--- config.mk ---
export PLATFORM = sky130hd
export DESIGN_NAME = inst_fetch
export DESIGN_NICKNAME = d
export VERILOG_FILES = /design/src/rtl/inst_fetch_pkg.sv /design/src/rtl/inst_fetch.sv
export SDC_FILE = /design/constraint.sdc
export NUM_CORES = 1
export LEC_CHECK = 0
export CAP_MARGIN = 20
export CORE_ASPECT_RATIO = 0.9
export CORE_MARGIN = 1.5
export CORE_UTILIZATION = 35
export DETAILED_ROUTE_END_ITERATION = 12
export GPL_ROUTABILITY_DRIVEN = 0
export PLACE_DENSITY_LB_ADDON = 0.25
export SLEW_MARGIN = 20
export SYNTH_ARGS = -nofsm -noshare
export SYNTH_HDL_FRONTEND = slang
export SYNTH_SLANG_ARGS = --single-unit
--- constraint.sdc ---
create_clock -name clk -period 3.75 [get_ports clk]
set_input_delay 0.9375 -clock clk [delete_from_list [all_inputs] [get_ports clk]]
set_output_delay 0.9375 -clock clk [all_outputs]
set_load 0.05 [all_outputs]
--- src/rtl/inst_fetch_pkg.sv ---
// ----------------------------------------------------------------------------
// inst_fetch_pkg
// Shared control-path types for the instruction fetch unit: fetch FSM
// encoding, the NOP instruction word and the PC step size.
// Revision: 1.0
// ----------------------------------------------------------------------------
`default_nettype none

package inst_fetch_pkg;

  // Fetch FSM states: idle, request outstanding, waiting for read data.
  typedef enum logic [1:0] {
    FETCH_IDLE = 2'd0,
    FETCH_REQ  = 2'd1,
    FETCH_WAIT = 2'd2
  } fetch_state_t;

  // ADDI x0, x0, 0 -- the canonical RISC-V NOP held in inst out of reset.
  localparam logic [31:0] NOP_INST = 32'h0000_0013;

  // Sequential fetch advances by one 32-bit word.
  localparam logic [31:0] PC_STEP = 32'd4;

endpackage : inst_fetch_pkg

`default_nettype wire

--- src/rtl/inst_fetch.sv ---
// ----------------------------------------------------------------------------
// inst_fetch
// Instruction fetch unit: issues one memory read per fetch_req at the current
// PC, latches the returned word into the instruction register and advances
// the PC (or applies a redirect captured while the fetch was in flight).
// Optional macro FETCH_MISALIGN_CHECK_EN: refuse fetches from a PC with
// non-zero low bits and raise a sticky misalign_err instead.
// Revision: 1.0
// ----------------------------------------------------------------------------
`default_nettype none

module inst_fetch
  import inst_fetch_pkg::*;
#(
  parameter logic [31:0] RESET_PC = 32'h0000_0000
) (
  input  logic        clk,
  input  logic        reset,
  input  logic        fetch_req,
  input  logic        pc_load,
  input  logic [31:0] pc_next,
  output logic        mem_req,
  output logic [31:0] mem_addr,
  input  logic        mem_ready,
  input  logic        mem_rvalid,
  input  logic [31:0] mem_rdata,
  output logic [31:0] inst,
  output logic        inst_valid,
  output logic [31:0] pc,
  output logic [31:0] pc_old,
  output logic        fetch_busy,
  output logic        misalign_err
);

  fetch_state_t state_q;
  logic [31:0]  pc_q;
  logic [31:0]  pc_old_q;
  logic [31:0]  inst_q;
  logic         inst_valid_q;
  logic         pend_valid_q;
  logic [31:0]  pend_pc_q;
  logic [31:0]  pc_done_d;
  logic         fetch_blocked;

`ifdef FETCH_MISALIGN_CHECK_EN
  logic misalign_q;

  assign fetch_blocked = (pc_q[1:0] != 2'b00);
  assign misalign_err  = misalign_q;

  // Sticky misalignment flag: set by a refused fetch, cleared by any PC load.
  always_ff @(posedge clk or negedge reset) begin
    if (!reset) begin
      misalign_q <= 1'b0;
    end else if (pc_load) begin
      misalign_q <= 1'b0;
    end else if ((state_q == FETCH_IDLE) && fetch_req && fetch_blocked) begin
      misalign_q <= 1'b1;
    end
  end
`else
  assign fetch_blocked = 1'b0;
  assign misalign_err  = 1'b0;
`endif

  assign mem_req    = (state_q == FETCH_REQ);
  assign mem_addr   = {pc_q[31:2], 2'b00};
  assign inst       = inst_q;
  assign inst_valid = inst_valid_q;
  assign pc         = pc_q;
  assign pc_old     = pc_old_q;
  assign fetch_busy = (state_q != FETCH_IDLE);

  // PC taken on fetch completion: a same-cycle load beats an earlier pending
  // redirect, which beats the sequential increment.
  always_comb begin
    pc_done_d = pc_q + PC_STEP;
    if (pc_load) begin
      pc_done_d = pc_next;
    end else if (pend_valid_q) begin
      pc_done_d = pend_pc_q;
    end
  end

  // Fetch FSM with registered PC, instruction and redirect state.
  always_ff @(posedge clk or negedge reset) begin
    if (!reset) begin
      state_q      <= FETCH_IDLE;
      pc_q         <= RESET_PC;
      pc_old_q     <= 32'h0000_0000;
      inst_q       <= NOP_INST;
      inst_valid_q <= 1'b0;
      pend_valid_q <= 1'b0;
      pend_pc_q    <= 32'h0000_0000;
    end else begin
      case (state_q)
        FETCH_IDLE: begin
          if (pc_load) begin
            pc_q <= pc_next;
          end
          if (fetch_req) begin
            inst_valid_q <= 1'b0;
          end
          if (fetch_req && !fetch_blocked) begin
            state_q <= FETCH_REQ;
          end
        end
        FETCH_REQ: begin
          if (pc_load) begin
            pend_valid_q <= 1'b1;
            pend_pc_q    <= pc_next;
          end
          if (mem_ready) begin
            state_q <= FETCH_WAIT;
          end
        end
        FETCH_WAIT: begin
          if (mem_rvalid) begin
            inst_q       <= mem_rdata;
            pc_old_q     <= pc_q;
            pc_q         <= pc_done_d;
            inst_valid_q <= 1'b1;
            pend_valid_q <= 1'b0;
            state_q      <= FETCH_IDLE;
          end else if (pc_load) begin
            pend_valid_q <= 1'b1;
            pend_pc_q    <= pc_next;
          end
        end
        default: begin
          state_q <= FETCH_IDLE;
        end
      endcase
    end
  end

endmodule : inst_fetch

`default_nettype wire

==> impl_results.md <==
* Status: finished, final reports clean
* Worst Setup Start Kind: flop
* Worst-skew pair later-pin latency at 420 ps
* Fillers at 1612
* Most frequent cells in the layout: 197 x clkdlybuf4s50_1, 129 x dfrtp_1, 95 x mux2_2
* Tightest Pin Transition at 755.3 ps
* DP Area at 8454 um2
* Post-CTS Setup Bufs at 0
* 1st-pass router iterations at 5
* Final wirelength at 17900 um
* CTS resizes at 0
* Yosys cell types at 59
* Htree depth at 4
* Area grow syn2layout at 39.62%
* EDFF count, synth at 0
* Layout cells sized above 1 at 0.2016
* Post-route insts no fill at 989
* GR Overflow Total at 0
* Period minus WS final at 3068 ps
* Final period util at 0.8182
* Mapped Cells at 571
* Unrepaired setup endpoints after global routing: false
* Pin count of the biggest net entering global routing at 63
* Crit path max-delay family: buffers and inverters
* Num CTS Buffers at 17
* Core region area at 17840 um2
* CTS max path bufs at 2
* Syn Std Cell Area at 6451 um2
* CP required at 2810 ps
* Placed Cells at 957
* Worst Skew at 8.173 ps
* Max-slew headroom at 0.4946
* Final hold violations at 0
* CTS tree: yes
* Final TNS setup at 0 ps
* CTS sink cnt at 132
* I/O Pins at 202
* Antenna violations before repair at 1
* Yosys top cell area share at 0.5004
* Final core utilization at 0.5048
* Hold-fix buffers at CTS at 0
* HPWL after detailed placement at 12380 um
* Drc violations at 0
* Number of synthesized register bits at 132
* Initial Utilization at 0.3616
* Buffer and inverter count on the worst path at 3
* Die H at 131.8 um
* Ant. Diodes at 0
* Tightest Hold Check Type: flop to flop
* Ys async rst share at 1.000
* Synth area leader: dfrtp_1
* Register Area at 3307 um2
* Routed vias/inst at 5.213
* Via count at 5156
* Crit-path most repeated cell: inv_1
* YS warnings at 0
* Die ar. at 19260 um2
* Initial DRC Count at 273
* Max stage delay on crit path at 850 ps
* Num rows at 46
* Final Max Slew Viols at 0
* Syn avg cell area at 11.30 um2
* Port Buffers at 198
* Worst path arrival time at 2130 ps
* Avg WL per Cell at 18.10 um
* Critical path type: flop to primary output
* Register area share after synthesis at 0.5126
* Critical-path maximum fanout at 5
* FMAX at 325.9 MHz
* Commonest non-fill, non-tap cell in the layout: clkdlybuf4s50_1
* Die W at 146.1 um
* Predominant post-synthesis flop cell: dfrtp_1
* Global-route wire length before repair at 28430 um
* Setup violations, final at 0
* CP Cell Sequence: inv_1 > ha_1 > inv_1 > clkdlybuf4s50_1
* Fin area at 9007 um2
* CTS clk-pin slew, worst paths at 60 ps
* Max Cap Viol at 0
* CP max stage cell: clkdlybuf4s50_1
* Leading post-synthesis cells by cell area: dfrtp_1 50%, mux2_2 17%, buf_4 3.8%, a21oi_1 2.6%, nand2_1 2.2%
* Vias in the first global route at 5296
* Tot GR Track Use at 0.1886
* Post-route antenna net violation count at 0
* Worst setup EP type: primary output
* CTS Root Cell: clkbuf_16
* Multi-input gate area at 2733 um2
* Final nets at 810
-- flip-flops by register name (all words and copies together), names as in the netlist --
name and flops:
inst 32, pc_old 32, inst_valid 1, state_q 2, pend_valid_q 1, pend_pc_q 32
pc 32
-- tightest hold or removal path, delay by kind of cell, from the launching register on --
kind            cells  cell delay, ps
simple gates        1              50
compound gates      1              60
flops               1             340
-- cells by family (layout without fill, tap and decap cells) --
kind of cell / count (synthesis) / in the layout / share of synthesized area
simple gates: 138 / 138 / 0.1146
flops: 132 / 132 / 0.5126
compound gates: 103 / 103 / 0.1003
mux: 100 / 100 / 0.1736
buf+inv: 76 / 252 / 0.06749
xor+xnor: 17 / 17 / 0.02308
fa+ha+maj: 4 / 4 / 0.007758
other cells: 1 / 3 / 0.0005813
-- metal layers --
| layer | track usage | wire [um] |
|---|---|---|
| met5 | 0 | 17 |
| met4 | 0.05499 | 193 |
| met3 | 0.07785 | 1728 |
| met2 | 0.3053 | 8401 |
| met1 | 0.2311 | 7559 |
-- per-stage QoR --
step	hold slack, ps	setup WS, ps
2_1_floorplan	471.2	1506
3_3_place_gp	480.9	741.2
3_5_place_dp	484.9	685.3
4_1_cts	496.8	652.6
5_1_grt	516.2	583.8
6_report	484.0	681.8
-- cell usage after synthesis (4+ instances only) --
master / n
dfrtp_1: 129
mux2_2: 95
nand2_1: 37
a21oi_1: 33
buf_4: 33
nor2_1: 25
o21ai_0: 23
nand3_1: 22
buf_2: 20
xor2_1: 13
clkbuf_1: 11
o211ai_1: 11
nand4_1: 10
nor3_1: 9
inv_1: 8
a31oi_1: 6
and2_1: 6
and3_1: 6
a22oi_1: 5
mux2i_1: 5
and4_1: 4
ha_1: 4
o22ai_1: 4
xnor2_1: 4
-- final timing paths --
kind	start	to	slack, ps	depth (start not counted)
max in group asynchronous	reset	inst[1]	2410	2
min in group asynchronous	reset	pc_old[12]	510	1
max	state_q[0]	fetch_busy	680	4
min reg2reg	pc_old[22]	pc_old[22]	480	2
min	pc_old[22]	pc_old[22]	480	2
max reg2reg	state_q[0]	pc[22]	1280	6
-- area by class of cell --
cell class	count	area share
timing repair buffer	211	0.2310
inverter	9	0.003751
multi-input combinational	365	0.3034
clock inverter	11	0.01250
clock buffer	21	0.04890
tap	240	0.03334
sequential	132	0.3671
Power is left out: the tool's default activity adds up to more than one toggle a clock period on the data nets, which glitch-free logic cannot reach.
